$ cat config.mk
export PLATFORM = sky130hd
export DESIGN_NAME = flt_row_ctrl
export DESIGN_NICKNAME = d
export VERILOG_FILES = /design/src/rtl/flt_row_ctrl.sv
export SDC_FILE = /design/constraint.sdc
export NUM_CORES = 1
export LEC_CHECK = 0
export ABC_AREA = 1
export BUFFER_PORTS_ARGS = -buffer_cell sky130_fd_sc_hd__buf_2
export CORE_MARGIN = 2
export CORE_UTILIZATION = 40
export CTS_CLUSTER_DIAMETER = 30
export CTS_CLUSTER_SIZE = 40
export DETAILED_ROUTE_END_ITERATION = 10
export PLACE_DENSITY = 0.69
export SETUP_SLACK_MARGIN = 0.1
export SYNTH_ARGS = -nofsm -noshare
export SYNTH_HDL_FRONTEND = slang
export SYNTH_SLANG_ARGS = --single-unit
$ cat constraint.sdc
create_clock -name clk -period 2.3 [get_ports clk]
set_input_delay 0.575 -clock clk [delete_from_list [all_inputs] [get_ports clk]]
set_output_delay 0.575 -clock clk [all_outputs]
set_load 0.01 [all_outputs]
$ cat src/rtl/flt_row_ctrl.sv
// flt_row_ctrl - row sequencer in front of the PNG filter datapath.
//
// For each scanline of an image it first emits one filter-type beat. It then
// streams that row's pixels to the filter, together with their left (a),
// up (b) and up-left (c) neighbours. It also drives the previous-row line
// buffer: every row except the last is written, and every row except the
// first is read back as the "up" row.
//
// Handshakes (valid/ready):
//   A beat on the flt_* side transfers on a cycle where flt_val_o and
//   flt_rdy_i are both high. flt_val_o never depends on a beat being
//   accepted. A source pixel is consumed exactly when pix_ack_o is high, which
//   in the ROW state equals pix_val_i & flt_rdy_i. The line-buffer strobes
//   (lb_wr_val_o, lb_rd_ack_o) are single-cycle qualifiers of that same
//   transfer. When flt_rdy_i is low, no beat moves and all state holds.
//
// Ports:
//   clk, rstn          clock, asynchronous active-low reset
//   start_i            start an image (sampled only while idle)
//   cfg_w_i/h_i/flt_i  width-1, height-1, filter type (latched at start)
//   busy_o, done_o     image in progress / one-cycle completion pulse
//   pix_val_i/dat_i    source pixel stream, pix_ack_o = consumed
//   flt_*              beat to the filter: head flag, data, a/b/c neighbours
//   lb_wr_*            line buffer write strobe/data
//   lb_rd_ack_o/dat_i  line buffer read consume / head-of-buffer data
//   dbg_state_o        current FSM state (IDLE=0, HEAD=1, ROW=2, DONE=3)
module flt_row_ctrl #(
  parameter int DATA_WD   = 8,
  parameter int SIZE_W_WD = 12,
  parameter int SIZE_H_WD = 12
) (
  input  logic                 clk,
  input  logic                 rstn,
  input  logic                 start_i,
  input  logic [SIZE_W_WD-1:0] cfg_w_i,
  input  logic [SIZE_H_WD-1:0] cfg_h_i,
  input  logic [2:0]           cfg_flt_i,
  output logic                 busy_o,
  output logic                 done_o,
  input  logic                 pix_val_i,
  input  logic [DATA_WD-1:0]   pix_dat_i,
  output logic                 pix_ack_o,
  output logic                 flt_val_o,
  input  logic                 flt_rdy_i,
  output logic                 flt_head_o,
  output logic [DATA_WD-1:0]   flt_dat_o,
  output logic [DATA_WD-1:0]   flt_a_o,
  output logic [DATA_WD-1:0]   flt_b_o,
  output logic [DATA_WD-1:0]   flt_c_o,
  output logic                 lb_wr_val_o,
  output logic [DATA_WD-1:0]   lb_wr_dat_o,
  output logic                 lb_rd_ack_o,
  input  logic [DATA_WD-1:0]   lb_rd_dat_i,
  output logic [1:0]           dbg_state_o
);

  typedef enum logic [1:0] {
    S_IDLE = 2'd0,
    S_HEAD = 2'd1,
    S_ROW  = 2'd2,
    S_DONE = 2'd3
  } state_t;

  localparam logic [SIZE_W_WD-1:0] COL_ONE = {{(SIZE_W_WD-1){1'b0}}, 1'b1};
  localparam logic [SIZE_H_WD-1:0] ROW_ONE = {{(SIZE_H_WD-1){1'b0}}, 1'b1};

  state_t               r_state;
  state_t               w_state_nxt;
  logic [SIZE_W_WD-1:0] r_col;
  logic [SIZE_H_WD-1:0] r_row;
  logic [DATA_WD-1:0]   r_a;
  logic [DATA_WD-1:0]   r_c;
  logic [SIZE_W_WD-1:0] r_cfg_w;
  logic [SIZE_H_WD-1:0] r_cfg_h;
  logic [2:0]           r_cfg_flt;

  logic                 w_xfer;
  logic                 w_col_last;
  logic                 w_row_last;
  logic                 w_col_zero;
  logic                 w_row_zero;
  logic [DATA_WD-1:0]   w_b;
  logic                 w_start;

  assign w_start    = (r_state == S_IDLE) && start_i;
  assign w_xfer     = (r_state == S_ROW) && pix_val_i && flt_rdy_i;
  assign w_col_last = (r_col == r_cfg_w);
  assign w_row_last = (r_row == r_cfg_h);
  assign w_col_zero = (r_col == '0);
  assign w_row_zero = (r_row == '0);
  // The first row has no row above it, so "up" reads as zero.
  assign w_b        = w_row_zero ? '0 : lb_rd_dat_i;

  // State register
  always_ff @(posedge clk or negedge rstn) begin
    if (!rstn) begin
      r_state <= S_IDLE;
    end else begin
      r_state <= w_state_nxt;
    end
  end

  // Next-state logic
  always_comb begin
    w_state_nxt = r_state;
    case (r_state)
      S_IDLE: if (start_i) w_state_nxt = S_HEAD;
      S_HEAD: if (flt_rdy_i) w_state_nxt = S_ROW;
      S_ROW: begin
        if (w_xfer && w_col_last) begin
          w_state_nxt = w_row_last ? S_DONE : S_HEAD;
        end
      end
      S_DONE: w_state_nxt = S_IDLE;
      default: w_state_nxt = S_IDLE;
    endcase
  end

  // Datapath registers: configuration, position counters, neighbour history
  always_ff @(posedge clk or negedge rstn) begin
    if (!rstn) begin
      r_col     <= '0;
      r_row     <= '0;
      r_a       <= '0;
      r_c       <= '0;
      r_cfg_w   <= '0;
      r_cfg_h   <= '0;
      r_cfg_flt <= '0;
    end else begin
      if (w_start) begin
        r_cfg_w   <= cfg_w_i;
        r_cfg_h   <= cfg_h_i;
        // Types above Paeth are not valid PNG filters; fall back to None.
        r_cfg_flt <= (cfg_flt_i > 3'd4) ? 3'd0 : cfg_flt_i;
        r_col     <= '0;
        r_row     <= '0;
      end else if ((r_state == S_HEAD) && flt_rdy_i) begin
        r_col <= '0;
      end else if (w_xfer) begin
        // a is the pixel just sent; c is the up value that went with it,
        // which is exactly the up-left of the next pixel in this row.
        r_a <= pix_dat_i;
        r_c <= w_b;
        if (w_col_last) begin
          r_col <= '0;
          if (!w_row_last) r_row <= r_row + ROW_ONE;
        end else begin
          r_col <= r_col + COL_ONE;
        end
      end
    end
  end

  // Output logic
  always_comb begin
    busy_o      = (r_state != S_IDLE);
    done_o      = 1'b0;
    pix_ack_o   = 1'b0;
    flt_val_o   = 1'b0;
    flt_head_o  = 1'b0;
    flt_dat_o   = '0;
    flt_a_o     = '0;
    flt_b_o     = '0;
    flt_c_o     = '0;
    lb_wr_val_o = 1'b0;
    lb_wr_dat_o = '0;
    lb_rd_ack_o = 1'b0;
    case (r_state)
      S_HEAD: begin
        flt_val_o  = 1'b1;
        flt_head_o = 1'b1;
        flt_dat_o  = {{(DATA_WD-3){1'b0}}, r_cfg_flt};
      end
      S_ROW: begin
        flt_val_o   = pix_val_i;
        pix_ack_o   = w_xfer;
        flt_dat_o   = pix_dat_i;
        flt_a_o     = w_col_zero ? '0 : r_a;
        flt_b_o     = w_b;
        flt_c_o     = (w_col_zero || w_row_zero) ? '0 : r_c;
        // The last row is never needed as an "up" row; the first row has
        // nothing stored above it to consume.
        lb_wr_val_o = w_xfer && !w_row_last;
        lb_wr_dat_o = pix_dat_i;
        lb_rd_ack_o = w_xfer && !w_row_zero;
      end
      S_DONE: done_o = 1'b1;
      default: ;
    endcase
  end

  assign dbg_state_o = r_state;

endmodule

Word level (Yosys, flattened, before mapping) --
Index checks and enable logic that the tools add are counted.
Storage, ports and cells: register bits 69, input bits 48, output and inout bits 49, logic and storage cells 72
Operators by class: add/sub/neg operators 2, $lt $le $gt $ge 1, eq/ne operators 10, multiplexer cells 29, bitwise operators 2, reductions and logical operators 20
Operator list (number):
- 2-to-1 mux 12 bit | 9
- 2-to-1 mux 8 bit | 7
- adder 12 x 1 -> 12 bit (second input constant) | 2
- equality test 12 bit | 2
- logical NOT 12 bit | 2
- one-hot mux 8 bit (2 select lines) | 1
- 2-to-1 mux 2 bit | 4
- one-hot mux 2 bit (4 select lines) | 1
- logical AND 1 bit | 7
- inequality test 2 bit (second input constant) | 3
- AND reduction 3 bit | 2
- nonzero test 2 bit | 3
- 2-to-1 mux 1 bit | 5
- equality test 2 bit (second input constant) | 2
- inequality test 2 x 1 -> 1 bit (second input constant) | 2
- AND reduction 4 bit | 1
- > comparator 3 bit (second input constant) | 1
- 2-to-1 mux 3 bit | 1
- nonzero test 3 bit | 1
- equality test 2 x 1 -> 1 bit (second input constant) | 1
- logical NOT 1 bit | 2
- logical NOT 2 bit | 1
- NOT 1 bit | 2
- one-hot mux 1 bit (2 select lines) | 1
- logical OR 1 bit | 1

Longest topological paths before layout --
depth after elaboration 6, gate-level depth with buffers 12, depth with buffers taken out 11

Least setup slack after synthesis --
OpenSTA, ideal clock, no wires.
path kind reg-to-output, from register r_state[0], in the netlist dbg_state_o[0], to output port flt_dat_o[0], arrival 1.386 ns, setup slack 0.339 ns, cell stages (with the launch flop) 6, path through dfrtp_1 -> inv_1 -> ha_1 -> clkbuf_1 -> nand2_1 -> a21oi_1
On the way: longest elaborated chain between the ends 2, elaborated cells on any way between the ends 3, those cells by class eq/ne (2); mux (1)
Ends and longest elaborated chain:
- start: declaration | line 67 | state_t r_state;
- start signal: assignment | line 99 | r_state <= w_state_nxt;
- equality test 2 bit / equality test 2 x 1 -> 1 bit (equally long branches) | line 168 | case (r_state)
- one-hot mux 8 bit (2 select lines) (*) | line 168
- end: declaration | line 46 | output logic [DATA_WD-1:0] flt_dat_o,
Mark *: on every way between the ends. The rest lies on a longest branch, timed or not.

Worst setup path in the final report --
from register r_row[8], to output port flt_b_o[2]
On the way: longest elaborated chain between the ends 3
Ends and longest elaborated chain:
- start: declaration | line 70 | logic [SIZE_H_WD-1:0] r_row;
- start signal: assignment | line 146 | if (!w_row_last) r_row <= r_row + ROW_ONE;
- logical NOT 12 bit | line 90 | assign w_row_zero = (r_row == '0);
- 2-to-1 mux 8 bit | line 92 | assign w_b = w_row_zero ? '0 : lb_rd_dat_i;
- 2-to-1 mux 8 bit | line 168
- end: declaration | line 48 | output logic [DATA_WD-1:0] flt_b_o,
Every way passes these cells.

==> impl_metrics.json <==
{
  "status": "finished with violations",
  "failed_checks": "negative setup slack",
  "hpwl_mm": 7.54,
  "insertedDiodeCount": 0,
  "grt_overflow": 0,
  "syn-num-nets": 645,
  "fillers": 1022,
  "final_hold_viol_count": 0,
  "path_class": "flop to output pin",
  "slew_viol_final": 0,
  "dr.first_iter.drc_count": 210,
  "first_pass_iters": 5,
  "synthTopCellsByCount": "205 x nand2_1, 75 x inv_1, 69 x dfrtp_1",
  "ys_seq_area_share_pct": 41.0,
  "cts.path.max_buffers": 2,
  "cts_buffers": 9,
  "synth_area_per_cell_sq_um": 7.16,
  "boundaryPins": 97,
  "layout-area-overhead-vs-synth_pct": 27.1,
  "grt_util_all_layers_pct": 18.6,
  "post_synth_inst_count": 589,
  "drt_wl_total_mm": 10.5,
  "synth_top_flop_cell": "dfrtp_1",
  "h-tree-depth": 3,
  "core_sq_um": 10300,
  "yosysTopAreaCell": "dfrtp_1",
  "die_area_sq_um": 11400,
  "fin_ws_ps": -46.6,
  "arrival_ps": 1770,
  "grt_pass1_vias": 3792,
  "reg2reg_slack_ps": 280,
  "worst-r2r-cell-count": 9,
  "clock_tree.root_cell": "clkbuf_8",
  "relSlewSlack_pct": 70.5,
  "setup_violations": 25,
  "whs_ps": 231,
  "drtAntennaViolNets": 0,
  "rr_endpoint": "r_col[7]$_DFFE_PN0P_",
  "synth_cell_types": 32,
  "drc_errors": 0,
  "leakage_uw": 0.00286,
  "rr_startpoint": "dbg_state_o[0]$_DFFE_PN0P_",
  "synthMostInstantiatedCell": "nand2_1",
  "die_h_microns": 107,
  "holdCritPathClass": "input pin to asynchronous set/reset pin",
  "die_w_microns": 107,
  "critPathCaptureType": "output pin",
  "crit_end": "flt_b_o[2]",
  "fin_util_pct": 52.1,
  "portBuffers": 96,
  "async_reset_ff_share_pct": 100,
  "grt_pass1_wl_mm": 17.1,
  "power_density_nw_per_um2": 919,
  "yosys-top-cells-area": "dfrtp_1 41%, nand2_1 18%, inv_1 6.7%",
  "antenna_found_initial": 0,
  "grt_max_degree": 70,
  "clk_latency_ps": 360,
  "cp_max_fo": 17,
  "ir_drop_mv": 0.421,
  "fmax_mhz": 426,
  "synth_warnings": 0,
  "clk_pin_slew_worst_paths_ps": 80,
  "routed-via-count": 4035,
  "yosysTopAreaCellShare_pct": 41.0,
  "cts_num_sinks": 69,
  "worst_slew_pin_slew_ps": 442,
  "synth_edf_count": 0,
  "synth_seq_cells": 69,
  "drive_above_1_share_pct": 29.6,
  "critPathRequiredTime_ps": 1730,
  "routedWlPerCell_microns": 12.3,
  "post-route-min-period_ps": 2350,
  "fp-row-count": 37,
  "synth_area_sq_um": 4220,
  "gp_congestion": 0.912,
  "nNetsFinal": 768,
  "start_util_pct": 41.0,
  "skew_ps": 10.3,
  "cts_tree": "yes",
  "rsz0062_at_grt": "true",
  "start_kind": "flop",
  "timing.final.crit_share_pct": 102,
  "max-cap-violations": 0,
  "critPathLaunch": "r_row[8]$_DFFE_PN0P_",
  "viasPerCell": 4.73
}
what timing repair did:
item / in CTS / in global routing
gates resized for setup: 14 / 14
setup buffers: 9 / 14
hold buffers: 0 / 0
endpoints found under the setup margin: 44 / 34
pin swaps: 4 / 8
worst min-delay path by stage:
stage / end / cells after the start
after floorplan: dbg_state_o[0]$_DFFE_PN0P_ / 0
after global placement: r_cfg_flt[2]$_DFFE_PN0N_ / 2
after detailed placement: r_c[2]$_DFFE_PN0P_ / 2
after CTS: r_row[6]$_DFFE_PN0P_ / 2
after global routing: r_cfg_h[3]$_DFFE_PN0N_ / 2
final: r_row[6]$_DFFE_PN0P_ / 2
critical path: stages (launching register included):
cell,delay [ps]
dfrtp_1,410
inv_2,90
nand4_1,130
nor3b_2,190
nand4_2,130
buf_6,190
nand2_1,90
nor2_1,50
buf_2,130
state kept, by name, indices dropped and copies added (netlist names):
register	cells
r_c	8
r_row	12
dbg_state_o	2
r_cfg_h	12
r_cfg_w	12
r_a	8
r_col	12
r_cfg_flt	3
per-layer routing:
layer | up-vias | GRT usage [%] | share of wire, %
met1 | 1912 | 22.4 | 44
met2 | 62 | 33.1 | 52
met4 | 0 | 7.51 | 1.6
met3 | 12 | 2.74 | 2.9
met5 | - | 0 | 0
li1 | 2049 | - | -
kinds of logic (layout without fill, tap and decap cells):
kind of cell	Yosys count	count (layout)	synth area share, %
flip-flops	69	69	41.0
adder cells (fa/ha/maj)	8	8	2.37
buffers and inverters	106	234	10.6
AO/OA/AOI/OAI	53	53	6.59
XOR/XNOR	23	23	4.96
AND/OR/NAND/NOR	330	330	34.5
cells in the final DEF (no fill, tap or decap), types with 3 or more instances in the layout:
master and instances:
o22ai_1 4, buf_12 3, nor3_1 6, ha_1 6, clkbuf_8 10, buf_2 95, nand3_2 13, inv_2 13
inv_1 72, xor2_1 15, buf_4 30, nand2_2 7, dfrtp_1 61, dfrtp_2 8, nand3_1 27, nor2_2 10
nand2_1 204, xnor2_1 6, bufinv_16 3, nor2_1 52, nand4_1 3, o21ai_0 39, a21oi_1 6
cell type report:
type / instances / area [sq um] / share of cell area [%]
tap: 136 / 170 / 3.18
clock inverter: 5 / 108 / 2.01
inverter: 88 / 337 / 6.28
timing repair buffer: 130 / 783 / 14.6
multi-input combinational: 414 / 2080 / 38.9
clock buffer: 11 / 141 / 2.64
sequential: 69 / 1740 / 32.4
power by group:
part	switching, uW	internal, uW
clock network	486	754
logic	1240	706
registers	199	1540
total	1920	3000
stage by stage:
stage          total power, uW  TNS (ps)  setup WS (ps)  instances  area [sq um]
2_1_floorplan             2990         0            339        589          4220
3_3_place_gp              3530         0            165        814          4870
3_5_place_dp              3580         0            143        814          4870
4_1_cts                   4900     -1850          -94.5        839          5220
5_1_grt                   5300     -3650           -202        853          5360
6_report                  4920      -607          -46.6        853          5360
No activity file was read; power rests on OpenSTA's default activity.
